### config.mk
export PLATFORM = sky130hd
export DESIGN_NAME = if_fetch_unit
export DESIGN_NICKNAME = d
export VERILOG_FILES = /design/src/rtl/riscv_pkg.sv /design/src/rtl/fetch_fifo.sv /design/src/rtl/if_fetch_unit.sv
export SDC_FILE = /design/constraint.sdc
export NUM_CORES = 1
export LEC_CHECK = 0
export ABC_AREA = 0
export BUFFER_PORTS_ARGS = -buffer_cell sky130_fd_sc_hd__buf_2
export CORE_MARGIN = 5
export CORE_UTILIZATION = 35
export DETAILED_ROUTE_END_ITERATION = 8
export SKIP_LAST_GASP = 1
export SLEW_MARGIN = 20
export SYNTH_ARGS = -nofsm -noshare
export SYNTH_HDL_FRONTEND = slang
export SYNTH_SLANG_ARGS = --single-unit
### constraint.sdc
create_clock -name clk_i -period 4.42 [get_ports clk_i]
set_clock_uncertainty 0.1 [all_clocks]
set_input_delay 0.221 -clock clk_i [delete_from_list [all_inputs] [get_ports clk_i]]
set_output_delay 0.221 -clock clk_i [all_outputs]
set_load 0.005 [all_outputs]
### src/rtl/riscv_pkg.sv
// Shared RISC-V pipeline constants and helpers.
package riscv_pkg;

  localparam int unsigned XLEN = 32;
  localparam logic [31:0] NOP_INST = 32'h0000_0013;  // addi x0, x0, 0

  // Pointer width for a power-of-two FIFO of the given depth.
  function automatic int unsigned ptr_w(input int unsigned depth);
    return (depth > 1) ? $clog2(depth) : 1;
  endfunction

endpackage

### src/rtl/fetch_fifo.sv
// Synchronous power-of-two FIFO with clear; the head word is visible on data_o.
module fetch_fifo
  import riscv_pkg::*;
#(
  parameter int unsigned WIDTH = 32,
  parameter int unsigned DEPTH = 2,
  localparam int unsigned PW = ptr_w(DEPTH)
) (
  input  logic             clk_i,
  input  logic             rst_i,
  input  logic             push_i,
  input  logic             pop_i,
  input  logic             clear_i,
  input  logic [WIDTH-1:0] data_i,
  output logic [WIDTH-1:0] data_o,
  output logic             full_o,
  output logic             empty_o,
  output logic [PW:0]      count_o
);

  localparam logic [PW:0] ONE  = 1;
  localparam logic [PW:0] FULL = (PW + 1)'(DEPTH);
  localparam logic [PW-1:0] PONE = 1;

  logic [WIDTH-1:0] mem_q [DEPTH];
  logic [PW-1:0]    wptr_q, wptr_d, rptr_q, rptr_d;
  logic [PW:0]      cnt_q, cnt_d;
  logic             do_push, do_pop;

  assign full_o  = (cnt_q == FULL);
  assign empty_o = (cnt_q == '0);
  assign count_o = cnt_q;
  assign data_o  = mem_q[rptr_q];

  // A push into a full FIFO is accepted when the head is popped in the same cycle.
  assign do_pop  = pop_i & ~empty_o;
  assign do_push = push_i & (~full_o | do_pop);

  // Next-state pointers and occupancy; pointers wrap naturally at DEPTH.
  always_comb begin
    wptr_d = wptr_q;
    rptr_d = rptr_q;
    cnt_d  = cnt_q;
    if (do_push) wptr_d = wptr_q + PONE;
    if (do_pop)  rptr_d = rptr_q + PONE;
    case ({do_push, do_pop})
      2'b10:   cnt_d = cnt_q + ONE;
      2'b01:   cnt_d = cnt_q - ONE;
      default: cnt_d = cnt_q;
    endcase
  end

  // Pointer/count registers; reset and clear both empty the FIFO.
  always_ff @(posedge clk_i) begin
    if (rst_i || clear_i) begin
      wptr_q <= '0;
      rptr_q <= '0;
      cnt_q  <= '0;
    end else begin
      wptr_q <= wptr_d;
      rptr_q <= rptr_d;
      cnt_q  <= cnt_d;
    end
  end

  // Storage array, written at the tail on every accepted push.
  always_ff @(posedge clk_i) begin
    if (do_push && !clear_i && !rst_i) mem_q[wptr_q] <= data_i;
  end

endmodule

### src/rtl/if_fetch_unit.sv
// Instruction fetch: issues in-order imem requests under a credit limit, buffers
// returned words with their PCs, and hands them to decode with stall/flush.
module if_fetch_unit
  import riscv_pkg::*;
#(
  parameter int unsigned DEPTH = 2
) (
  input  logic            clk_i,
  input  logic            rst_i,
  input  logic [XLEN-1:0] pc_i,
  output logic            pc_stall_o,
  output logic            imem_req_o,
  output logic [XLEN-1:0] imem_addr_o,
  input  logic            imem_gnt_i,
  input  logic            imem_rvalid_i,
  input  logic [XLEN-1:0] imem_rdata_i,
  input  logic            stall_i,
  input  logic            flush_i,
  output logic            inst_valid_o,
  output logic [XLEN-1:0] inst_o,
  output logic [XLEN-1:0] inst_pc_o
);

  localparam int unsigned PW = ptr_w(DEPTH);
  localparam int unsigned CW = PW + 1;
  localparam logic [CW:0] LIMIT = (CW + 1)'(DEPTH);

  logic [CW-1:0]   out_q, out_d, disc_q, disc_d;
  logic [CW-1:0]   pc_cnt, inst_cnt;
  logic [XLEN-1:0] pc_head, inst_head;
  logic            pc_full, pc_empty, inst_full, inst_empty;
  logic            grant, resp, drop, inst_push, consume, credit;
  logic [CW:0]     occupancy;
  logic            unused_ok;

  assign unused_ok = ^{pc_full, pc_empty, inst_full, inst_cnt};

  // Responses with nothing outstanding (e.g. stragglers from before a reset) are ignored.
  assign resp      = imem_rvalid_i & (out_q != '0) & ~rst_i;
  assign drop      = resp & (disc_q != '0);
  assign inst_push = resp & ~drop & ~flush_i;
  assign consume   = inst_valid_o & ~stall_i & ~flush_i;

  // Slots still owed to discarded responses count against the budget; a slot freed by
  // this cycle's consume is reusable immediately so L=1 streams at one per cycle.
  assign occupancy = {1'b0, pc_cnt} + {1'b0, disc_q} - {{CW{1'b0}}, consume};
  assign credit    = (occupancy < LIMIT);

  assign imem_req_o  = credit & ~flush_i & ~rst_i;
  assign imem_addr_o = pc_i;
  assign grant       = imem_req_o & imem_gnt_i;
  assign pc_stall_o  = ~flush_i & ~grant;

  assign inst_valid_o = ~inst_empty;
  assign inst_o       = inst_valid_o ? inst_head : NOP_INST;
  assign inst_pc_o    = inst_valid_o ? pc_head : '0;

  // Outstanding/discard bookkeeping; a flush turns every in-flight request into a discard.
  always_comb begin
    out_d  = out_q + {{(CW-1){1'b0}}, grant} - {{(CW-1){1'b0}}, resp};
    disc_d = disc_q - {{(CW-1){1'b0}}, drop};
    if (flush_i) begin
      out_d  = out_q - {{(CW-1){1'b0}}, resp};
      disc_d = out_q - {{(CW-1){1'b0}}, resp};
    end
  end

  // Counter registers.
  always_ff @(posedge clk_i) begin
    if (rst_i) begin
      out_q  <= '0;
      disc_q <= '0;
    end else begin
      out_q  <= out_d;
      disc_q <= disc_d;
    end
  end

  fetch_fifo #(.WIDTH(XLEN), .DEPTH(DEPTH)) pc_q (
    .clk_i   (clk_i),
    .rst_i   (rst_i),
    .push_i  (grant),
    .pop_i   (consume),
    .clear_i (flush_i),
    .data_i  (pc_i),
    .data_o  (pc_head),
    .full_o  (pc_full),
    .empty_o (pc_empty),
    .count_o (pc_cnt)
  );

  fetch_fifo #(.WIDTH(XLEN), .DEPTH(DEPTH)) inst_q (
    .clk_i   (clk_i),
    .rst_i   (rst_i),
    .push_i  (inst_push),
    .pop_i   (consume),
    .clear_i (flush_i),
    .data_i  (imem_rdata_i),
    .data_o  (inst_head),
    .full_o  (inst_full),
    .empty_o (inst_empty),
    .count_o (inst_cnt)
  );

endmodule

# Yosys cells after proc, flatten, opt, wreduce, memory -nomap -nowiden
# Memory sizes are Yosys's and may differ from the RTL's. A register that Yosys moved wholly into a read port is not among the register bits.
# Index checks and enable logic that the tools add are counted.
[op_classes]
addsub = 14
multipliers = 0
div_mod_pow = 0
n_lt_le_gt_ge = 1
eq_ne = 6
shift = 0
mux = 14
bitwise_logic = 26
n_reduce_logical = 13
[ops]
columns = ["cell", "n"]
rows = [
  ["2-to-1 mux 32 bit", 2],
  ["AND 1 bit", 15],
  ["inverter 1 bit", 9],
  ["== test 2 bit, second input constant", 4],
  ["2-to-1 mux 1 bit", 8],
  ["one-hot mux 2 bit (2 select lines)", 2],
  ["nonzero test 2 bit", 4],
  ["subtractor 2 x 1 -> 2 bit", 3],
  ["adder 1 bit, second input constant", 4],
  ["adder 2 x 1 -> 2 bit, second input constant", 2],
  ["== test 2 x 1 -> 1 bit, second input constant", 2],
  ["logical AND 1 bit", 4],
  ["zero test 2 bit", 2],
  ["2-to-1 mux 2 bit", 2],
  ["subtractor 2 x 1 -> 2 bit, second input constant", 2],
  ["adder 2 x 2 -> 3 bit", 1],
  ["less-than comparator 3 x 2 -> 1 bit, second input constant", 1],
  ["subtractor 3 x 1 -> 3 bit", 1],
  ["adder 2 x 1 -> 2 bit", 1],
  ["zero test 1 bit", 2],
  ["bitwise OR 1 bit", 2],
  ["logical OR 1 bit", 1],
]
[word_totals]
reg_bits = 12
latch_bits = 0
ramBits = 128
mem_bits_ro = 0
inputBits = 70
output_inout_bits = 99
wordCells = 84
mem_count = 2
[memory_table]
columns = ["memory", "depth", "word_bits", "rd", "rd_ports_with_merged_regs", "wr", "line", "text"]
rows = [
  ["inst_q.mem_q", 2, 32, 1, 1, 1, "fetch_fifo.sv:25", "logic [WIDTH-1:0] mem_q [DEPTH];"],
  ["pc_q.mem_q", 2, 32, 1, 1, 1, "fetch_fifo.sv:25", ""],
]

# Longest topological paths before layout
# Gate-level depths: netlist of run 1.
[logic_depth]
word_depth = 14
ltp_mapped = 15
ltp_nobuf = 15

# By module
# A second synthesis of run 1 with hierarchy kept.
[unflattened]
cells_unflattened = 409
area_unflattened_um2 = 6208.5
[by_module_without_submodules]
columns = ["mod", "instances", "cells_per_inst", "area_per_inst_um2"]
rows = [
  ["fetch_fifo", 2, 129, 2572.5],
  ["if_fetch_unit", 1, 151, 1063.5],
]

# Worst setup path before layout of run 1
# OpenSTA, ideal clock, no wires.
[synth_timing]
path_kind = "input port to flip-flop"
start = "input port stall_i"
end = "memory pc_q.mem_q[0][0], enable pin"
arrival_time_ps = 3296
required_time_ps = 3899
path_slack_ps = 603
stages = 9
n_path_buf = 1
path_cell_list = "buf_2 -> or3_1 -> nor2_1 -> o21ai_0 -> fa_1 -> xor2_1 -> and4_1 -> o31ai_2 -> nor2_1"
[synth_via]
elab_chain_cells = 13
word_cells_on_any_way = 15
cone_classes = "add/sub (1); order compare (1); mux (2); bitwise (9); reduce/logical (2)"
[synth_lines]
columns = ["element", "line", "text"]
rows = [
  ["from (decl)", "if_fetch_unit.sv:17", "input logic stall_i,"],
  ["inverter 1 bit *", "if_fetch_unit.sv:42", "assign consume = inst_valid_o & ~stall_i & ~flush_i;"],
  ["AND 1 bit * (2 in series)", "if_fetch_unit.sv:42", ""],
  ["subtractor 3 x 1 -> 3 bit", "if_fetch_unit.sv:46", "assign occupancy = {1'b0, pc_cnt} + {1'b0, disc_q} - {{CW{1'b0}}, consume};"],
  ["less-than comparator 3 x 2 -> 1 bit", "if_fetch_unit.sv:47", "assign credit = (occupancy < LIMIT);"],
  ["AND 1 bit (2 in series)", "if_fetch_unit.sv:49", "assign imem_req_o = credit & ~flush_i & ~rst_i;"],
  ["AND 1 bit", "if_fetch_unit.sv:51", "assign grant = imem_req_o & imem_gnt_i;"],
  ["AND 1 bit *", "fetch_fifo.sv:37", "assign do_push = push_i & (~full_o | do_pop);"],
  ["logical AND 1 bit * (2 in series)", "fetch_fifo.sv:68", "if (do_push && !clear_i && !rst_i) mem_q[wptr_q] <= data_i;"],
  ["2-to-1 mux 1 bit *", "fetch_fifo.sv:68", ""],
  ["2-to-1 mux 1 bit (implied by the code) *", "fetch_fifo.sv:68", ""],
  ["to (decl)", "fetch_fifo.sv:25", ""],
]
# Every way passes the cells marked *; elsewhere a longest branch is shown, timed or not.

# Worst setup path after layout of run 1
[layout_timing]
start = "register inst_q.cnt_q[0] (netlist: inst_q.count_o[0])"
end = "memory pc_q.mem_q[1][0], enable pin"
[layout_via]
elab_chain_cells = 14
word_cells_on_any_way = 16
cone_classes = "add/sub (1); order compare (1); mux (2); bitwise (9); reduce/logical (3)"
[layout_lines]
columns = ["element", "line", "text"]
rows = [
  ["from (decl)", "fetch_fifo.sv:27", "logic [PW:0] cnt_q, cnt_d;"],
  ["from (signal assigned)", "fetch_fifo.sv:62", "cnt_q <= cnt_d;"],
  ["zero test 2 bit *", "fetch_fifo.sv:31", "assign empty_o = (cnt_q == '0);"],
  ["inverter 1 bit *", "if_fetch_unit.sv:54", "assign inst_valid_o = ~inst_empty;"],
  ["AND 1 bit * (2 in series)", "if_fetch_unit.sv:42", ""],
  ["subtractor 3 x 1 -> 3 bit", "if_fetch_unit.sv:46", ""],
  ["less-than comparator 3 x 2 -> 1 bit", "if_fetch_unit.sv:47", ""],
  ["AND 1 bit (2 in series)", "if_fetch_unit.sv:49", ""],
  ["AND 1 bit", "if_fetch_unit.sv:51", ""],
  ["AND 1 bit *", "fetch_fifo.sv:37", ""],
  ["logical AND 1 bit * (2 in series)", "fetch_fifo.sv:68", ""],
  ["2-to-1 mux 1 bit *", "fetch_fifo.sv:68", ""],
  ["2-to-1 mux 1 bit (implied by the code) *", "fetch_fifo.sv:68", ""],
]
# Marked as above.

==> impl_metrics.sql, run 1 <==
INSERT INTO impl_metrics (metric_group, metric, value, unit) VALUES
('route', 'detail_route.iter0.violations', '120', ''),
('clock_tree', 'level_count_of_the_clock_h_tree', '4', ''),
('clock_tree', 'clock-root-buffer', 'clkbuf_16', ''),
('floorplan', 'rows', '47', ''),
('clock_tree', 'clk-insertion-delay-late', '0.41', 'ns'),
('worst_setup_path', 'worst_ep_arrival_time', '3.37', 'ns'),
('final_layout', 'filler_cell_count', '1477', ''),
('route', 'num_vias', '3817', ''),
('floorplan', 'initial_core_util', '35.7', '%'),
('worst_setup_path', 'standard_cell_with_the_maximum_stage_delay_on_the_critical_path', 'nor2_4', ''),
('sta', 'rsz0062_at_grt', 'no', ''),
('floorplan', 'placeableCoreArea', '16600', 'um^2'),
('floorplan', 'overall_die_area', '19600', 'um^2'),
('floorplan', 'die-height', '140', 'um'),
('sta', 'final.setup.tns', '0', 'ns'),
('sta', 'finalCritPeriodShare', '77.8', '%'),
('final_layout', 'synthToLayoutAreaGrowth', '34.5', '%'),
('grt', 'maximum_number_of_pins_on_one_net_before_global_route_repair', '66', ''),
('synth', 'synth_top_cell_area_share', '65.0', '%'),
('worst_setup_path', 'critical_path.startpoint_type', 'flop', ''),
('synth', 'synthDistinctLibCells', '37', ''),
('route', 'detail_route.wl_per_cell', '15.3', 'um'),
('synth', 'top_cells_by_area_synth', 'edfxtp_1 (65%), mux2i_1 (11%), nor2_1 (4.9%)', ''),
('worst_setup_path', 'critPathLaunch', 'inst_q.count_o[0]$_SDFFE_PP0P_', ''),
('worst_setup_path', 'cp_cell_sequence', 'nor2_4 > or3_1 > nor2_1 > o21ai_0 > fa_1 > xor2_1 > and4_1 > o31ai_2 > nor2_4', ''),
('worst_setup_path', 'crit_path_max_incr_delay', '0.76', 'ns'),
('worst_setup_path', 'crit_path_end_kind', 'flop', ''),
('final_layout', 'layout_cells_sized_above_1', '34.5', '%'),
('route', 'final_antenna_net_count', '0', ''),
('sta', 'worstMarginPinSlew', '1.01', 'ns'),
('synth', 'syn-mean-instance-area', '14.7', 'um^2'),
('final_layout', 'area_of_the_multi_input_gates', '1460', 'um^2'),
('power', 'totalPowerFinal', '2.95', 'mW'),
('place', 'detailed_place_hpwl', '8180', 'um'),
('route', 'routed_wirelength', '12800', 'um'),
('status', 'result_of_the_run', 'finished, final reports clean', ''),
('worst_setup_path', 'critPathRequiredTime', '4.35', 'ns'),
('worst_setup_path', 'crit_top_cell', 'nor2_4', ''),
('sta', 'max_freq', '291', 'MHz'),
('grt', 'grt_pass1_vias', '4139', ''),
('sta', 'relSlewSlack', '32.5', '%'),
('grt', 'grt_usage', '13.4', '%'),
('clock_tree', 'worst_setup_hold_path_clk_slew', '0.06', 'ns'),
('worst_hold_path', 'min-delay-path-class', 'input port to flop', ''),
('place', 'port_buffer_cells', '168', ''),
('clock_tree', 'tritoncts_num_sinks', '142', ''),
('final_layout', 'sequential_cell_area', '4130', 'um^2'),
('final_layout', 'diodes', '0', ''),
('floorplan', 'io-pin-count', '169', ''),
('route', 'drc', '0', ''),
('synth', 'synth_top_cell_by_area', 'edfxtp_1', ''),
('clock_tree', 'cts_buffers', '17', ''),
('place', 'preCtsSetupSlack', '0.927', 'ns'),
('grt', 'number_of_antenna_violations_at_the_first_check_in_global_routing', '0', ''),
('synth', 'synth.cell_area', '5910', 'um^2'),
('synth', 'synth_fp_nets', '479', ''),
('power', 'ir_worst_vdd', '236', 'uV'),
('final_layout', 'fin_nets', '684', ''),
('sta', 'finalWorstPathRequiredPeriod', '3.44', 'ns'),
('clock_tree', 'clock_tree_from_tritoncts', 'done', ''),
('route', 'route.detailed.vias_per_inst', '4.54', ''),
('route', 'first_pass_iters', '6', ''),
('worst_setup_path', 'cp_num_buf_inv', '0', ''),
('synth', 'synth_seq_area_share', '69.7', '%'),
('sta', 'setup_ws', '0.983', 'ns'),
('worst_hold_path', 'holdCritStartpoint', 'flush_i', ''),
('sta', 'finalMaxSlewViolations', '0', ''),
('worst_setup_path', 'worstSetupPathType', 'flop to flop', ''),
('sta', 'setup_viol', '0', ''),
('synth', 'synth_register_bits', '142', ''),
('worst_setup_path', 'cpLargestDelayFamily', 'simple AND/OR/NAND/NOR gates', '');
-- worst reg2reg max path, stage by stage (launching register included) --
cell and delay [ns]:
dfxtp_1 0.47, nor2_4 0.05, or3_1 0.33, nor2_1 0.19, o21ai_0 0.14, fa_1 0.39
xor2_1 0.17, and4_1 0.27, o31ai_2 0.16, nor2_4 0.76
-- report_power, final --
part	total [mW]	leakage [nW]	internal [mW]	switching, mW
Combinational	0.157	1.47	0.0857	0.0714
Sequential	1.49	1.27	1.48	0.00578
Clock	1.30	0.265	0.773	0.530
-- kinds of logic after synthesis --
logic type                 after synthesis  share of synthesized area, %
AOI/OAI and AO/OA                       14                          1.63
xor gates and xnor gates                 9                          1.33
adders and majority gates                7                          1.61
buffers and inverters                   58                          5.90
DFF                                    142                          69.7
muxes                                   65                          11.0
and+or+nand+nor                        107                          8.80
-- final cells by class --
type / instances / share of cell area (%)
flip-flops and latches: 142 / 51.9
inverters: 8 / 0.377
clock inverters: 13 / 1.42
well taps: 220 / 3.46
clock buffers: 19 / 5.44
multi-input cells: 202 / 18.4
repair buffers: 236 / 19.0
-- timing repair --
action                    4_1_cts  5_1_grt
hold endpoints to repair      132        0
buffers inserted                0        0
hold buffers                   65        0
gates resized for setup         0        0
-- metrics by stage --
step | area, um^2 | instances | hold WS, ns | utilization, %
5_1_grt | 7960 | 840 | 0.138 | 48.0
4_1_cts | 7960 | 840 | 0.0857 | 48.0
3_5_place_dp | 6760 | 743 | 0.314 | 40.8
6_report | 7960 | 840 | 0.107 | 48.0
2_1_floorplan | 5910 | 402 | 0.190 | -
3_3_place_gp | 6760 | 743 | 0.311 | 40.8
-- flip-flops by register name (all words and copies together), names as in the netlist, named ones only --
signal and flops:
pc_q.count_o 2, disc_q 2, inst_q.mem_q 64, pc_q.mem_q 64, out_q 2, inst_q.rptr_q 1
pc_q.wptr_q 1, inst_q.count_o 2, inst_q.wptr_q 1, pc_q.rptr_q 1
-- per-layer routing --
| layer | GRT usage [%] | up-vias | wire length (um) |
|---|---|---|---|
| met3 | 4.36 | 17 | 898 |
| met1 | 16.9 | 1820 | 5840 |
| li1 | - | 1818 | - |
| met5 | 0 | - | 0 |
| met4 | 4.90 | 0 | 207 |
| met2 | 21.6 | 162 | 5890 |
-- placed cells by master, fill, tap and decap left out, types with 2 or more instances in the layout --
cell           netlist  layout
a211oi_1             2       2
a21oi_1              3       3
and2_1               2       2
and3_1               2       2
and4_1               2       2
buf_2                9     168
buf_4               32       3
clkbuf_1             3       2
clkbuf_16            0      17
clkinv_2             0       4
clkinv_4             0       2
clkinvlp_4           0       2
dfxtp_1             14      12
dfxtp_2              0       2
dlygate4sd3_1        0      65
edfxtp_1           128     128
ha_1                 6       6
inv_1                8       8
inv_6                0       3
mux2i_1             65      65
nand2_1              7       7
nand2b_1             3       3
nor2_1              77      74
nor2_4               0       3
nor4_4               2       2
o21ai_0              3       3
o21bai_1             2       2
or2_2                2       2
or3_1                2       2
xnor2_1              6       6
xor2_1               3       3
-- final timing paths --
kind	end	slack, ns	cells after the start
max	pc_q.mem_q[1][0]$_DFFE_PP_	0.98	9
max reg2reg	pc_q.mem_q[1][0]$_DFFE_PP_	0.98	9
min	disc_q[1]$_SDFF_PP0_	0.11	2
min reg2reg	inst_q.wptr_q$_SDFFE_PP0P_	0.37	2
-- Yosys cell counts --
cell type,instances
nor3_4,1
or3_4,1
a21oi_2,1
and4_1,2
fa_1,1
o211ai_1,1
or2_2,2
a21oi_1,3
and3_1,2
a211oi_1,2
buf_4,32
o31ai_1,1
and2_1,2
and3b_1,1
and2b_1,1
nor4_4,2
ha_1,6
dfxtp_1,14
nor4_2,1
o31ai_2,1
buf_1,6
o21bai_1,2
xnor2_1,6
xor2_1,3
buf_2,9
clkbuf_1,3
nand2_1,7
inv_1,8
or3_1,2
nor2_1,77
mux2i_1,65
nand2b_1,3
nor2b_1,1
edfxtp_1,128
nor4b_1,1
nor3_1,1
o21ai_0,3
(Power assumes the default switching activity.)
==> inputs of run 2 (changes only) <==
Clock period 4.42 ns to 3.2 ns, I/O delays scaled along.
==> impl_metrics.sql, run 2 (synthesis results as in run 1) <==
INSERT INTO impl_metrics (metric_group, metric, value, unit) VALUES
('power', 'power_density', '507', 'nW/um^2'),
('clock_tree', 'tritoncts_num_sinks', '142', ''),
('worst_setup_path', 'standard_cell_with_the_maximum_stage_delay_on_the_critical_path', 'dfxtp_2', ''),
('final_layout', 'most_common_cell_after_layout_fill_and_taps_aside', 'buf_2', ''),
('worst_setup_path', 'critical_path.startpoint_type', 'flop', ''),
('final_layout', 'fin_nets', '690', ''),
('worst_setup_path', 'worst-r2r-setup-slack', '0.19', 'ns'),
('place', 'preCtsSetupSlack', '0.0922', 'ns'),
('sta', 'report.final.hold_viol_count', '0', ''),
('sta', 'finalCritPeriodShare', '94.0', '%'),
('place', 'routabilityCongestion', '0.774', ''),
('final_layout', 'post_layout_nonfiller_instances', '845', ''),
('route', 'route.detailed.vias_per_inst', '4.46', ''),
('clock_tree', 'level_count_of_the_clock_h_tree', '4', ''),
('floorplan', 'die-height', '140', 'um'),
('worst_setup_path', 'worst_ep_arrival_time', '3.21', 'ns'),
('clock_tree', 'worst_setup_hold_path_clk_slew', '0.06', 'ns'),
('grt', 'grt_usage', '12.9', '%'),
('route', 'num_vias', '3769', ''),
('power', 'total_leakage_power', '3.04', 'nW'),
('final_layout', 'diodes', '0', ''),
('floorplan', 'io-pin-count', '169', ''),
('route', 'routed_wirelength', '12800', 'um'),
('sta', 'max_freq', '333', 'MHz'),
('worst_setup_path', 'worstPathMaxFanout', '5', ''),
('floorplan', 'overall_die_area', '19600', 'um^2'),
('grt', 'grt_pass1_vias', '3949', ''),
('job', 'drv.max_cap_violation_count', '0', ''),
('sta', 'rsz0062_at_grt', 'no', ''),
('grt', 'grt-ovfl-total', '0', ''),
('grt', 'grt_pass1_wl', '20100', 'um'),
('final_layout', 'reg_top3', 'inst_q.mem_q: 64 flops, pc_q.mem_q: 64 flops', ''),
('worst_setup_path', 'crit_path_end_kind', 'flop', ''),
('place', 'port_buffer_cells', '168', ''),
('worst_setup_path', 'cpLargestDelayFamily', 'adder cells', ''),
('floorplan', 'placeableCoreArea', '16600', 'um^2'),
('route', 'drc', '0', ''),
('worst_setup_path', 'cp_num_buf_inv', '2', ''),
('place', 'detailed_place_hpwl', '8070', 'um'),
('final_layout', 'layout_cells_sized_above_1', '35.5', '%'),
('sta', 'finalWorstPathRequiredPeriod', '3.01', 'ns'),
('route', 'detail_route.wl_per_cell', '15.1', 'um'),
('grt', 'maximum_number_of_pins_on_one_net_before_global_route_repair', '66', ''),
('clock_tree', 'clock-root-buffer', 'clkbuf_16', ''),
('floorplan', 'rows', '47', ''),
('worst_setup_path', 'worstSetupPathType', 'flop to flop', ''),
('route', 'final_antenna_net_count', '0', ''),
('sta', 'worstMarginPinSlew', '1.04', 'ns'),
('clock_tree', 'clk-insertion-delay-late', '0.40', 'ns'),
('floorplan', 'initial_core_util', '35.7', '%'),
('floorplan', 'die_width', '140', 'um'),
('worst_setup_path', 'critPathRequiredTime', '3.40', 'ns'),
('grt', 'number_of_antenna_violations_at_the_first_check_in_global_routing', '0', ''),
('sta', 'setup_viol', '0', ''),
('status', 'result_of_the_run', 'finished, final reports clean', ''),
('final_layout', 'commonest_non_fill_non_tap_cells_in_the_layout', 'buf_2 (168), edfxtp_1 (128), nor2_1 (74)', ''),
('worst_setup_path', 'cp_cell_sequence', 'nor2_4 > or3_1 > nor2_1 > o21ai_0 > fa_1 > xor2_1 > and4_1 > inv_1 > ha_1 > inv_1 > ha_1 > xnor2_1 > o21ai_1 > xnor2_1 > nor2_1', ''),
('power', 'ir_worst_vdd', '321', 'uV'),
('sta', 'setup_ws', '0.193', 'ns'),
('sta', 'whs', '0.0631', 'ns'),
('final_layout', 'synthToLayoutAreaGrowth', '35.7', '%'),
('clock_tree', 'clock_tree_from_tritoncts', 'done', ''),
('clock_tree', 'cts_buffers', '17', ''),
('sta', 'finalMaxSlewViolations', '0', ''),
('place', 'placedCellCount', '749', ''),
('final_layout', 'filler_cell_count', '1448', ''),
('worst_hold_path', 'min-delay-path-class', 'input port to flop', ''),
('sta', 'relSlewSlack', '30.6', '%'),
('route', 'detail_route.iter0.violations', '123', ''),
('clock_tree', 'cts.path.max_buffers', '2', ''),
('worst_setup_path', 'crit_path_max_incr_delay', '0.38', 'ns'),
('route', 'first_pass_iters', '5', '');
run 2: cell types whose count changed in the layout (fill, tap and decap cells not counted), moves of 2 or more:
cell / before / now
buf_4: 3 / 7
buf_12: 0 / 2
dfxtp_1: 12 / 10
dfxtp_2: 2 / 4
run 2: timing repair:
action                     in CTS  in global routing
hold buffers                   65                  0
resized for setup               0                  3
setup buffers                   0                  0
setup endpoints to repair       0                  2
hold endpoints to repair      132                  0
run 2: where the power goes:
| part | switching [mW] | internal (mW) | total (mW) |
|---|---|---|---|
| clock | 0.730 | 1.07 | 1.80 |
| sequential | 0.00816 | 2.04 | 2.05 |
| combinational | 0.0992 | 0.123 | 0.222 |
run 2: final timing paths:
check,startpoint,endpoint,cells past startpoint
max,inst_q.count_o[1]$_SDFFE_PP0P_,out_q[1]$_SDFF_PP0_,15
min,stall_i,inst_q.count_o[1]$_SDFFE_PP0P_,3
max reg2reg,inst_q.count_o[1]$_SDFFE_PP0P_,out_q[1]$_SDFF_PP0_,15
min reg2reg,inst_q.wptr_q$_SDFFE_PP0P_,inst_q.wptr_q$_SDFFE_PP0P_,2
run 2: worst min-delay path: stages:
cell,delay (ns)
buf_2,0.17
a21oi_2,0.14
nor4_2,0.05
run 2: final cells by class:
type                       count  area, um^2  area share [%]
sequential                   142        4130            51.4
clock inverter                12         111            1.39
multi-input combinational    202        1460            18.2
clock buffer                  19         433            5.39
inverter                       8        30.0           0.374
timing repair buffer         242        1580            19.7
tap                          220         275            3.43
run 2: through the flow:
stage / total power, mW / instance area [um^2] / setup TNS, ns / utilization (%)
floorplan: 2.18 / 5920 / -4.93 / -
global placement: 2.25 / 6830 / 0 / 41.2
detailed placement: 2.25 / 6830 / 0 / 41.2
CTS: 4.13 / 8020 / 0 / 48.4
global route: 4.24 / 8030 / 0 / 48.4
finish: 4.07 / 8030 / 0 / 48.4
run 2: per-layer routing:
layer,part of all wire (%),track usage (%)
met1,47,17.3
met5,0,0
met3,7.2,4.84
met2,45,19.8
met4,0.91,3.37
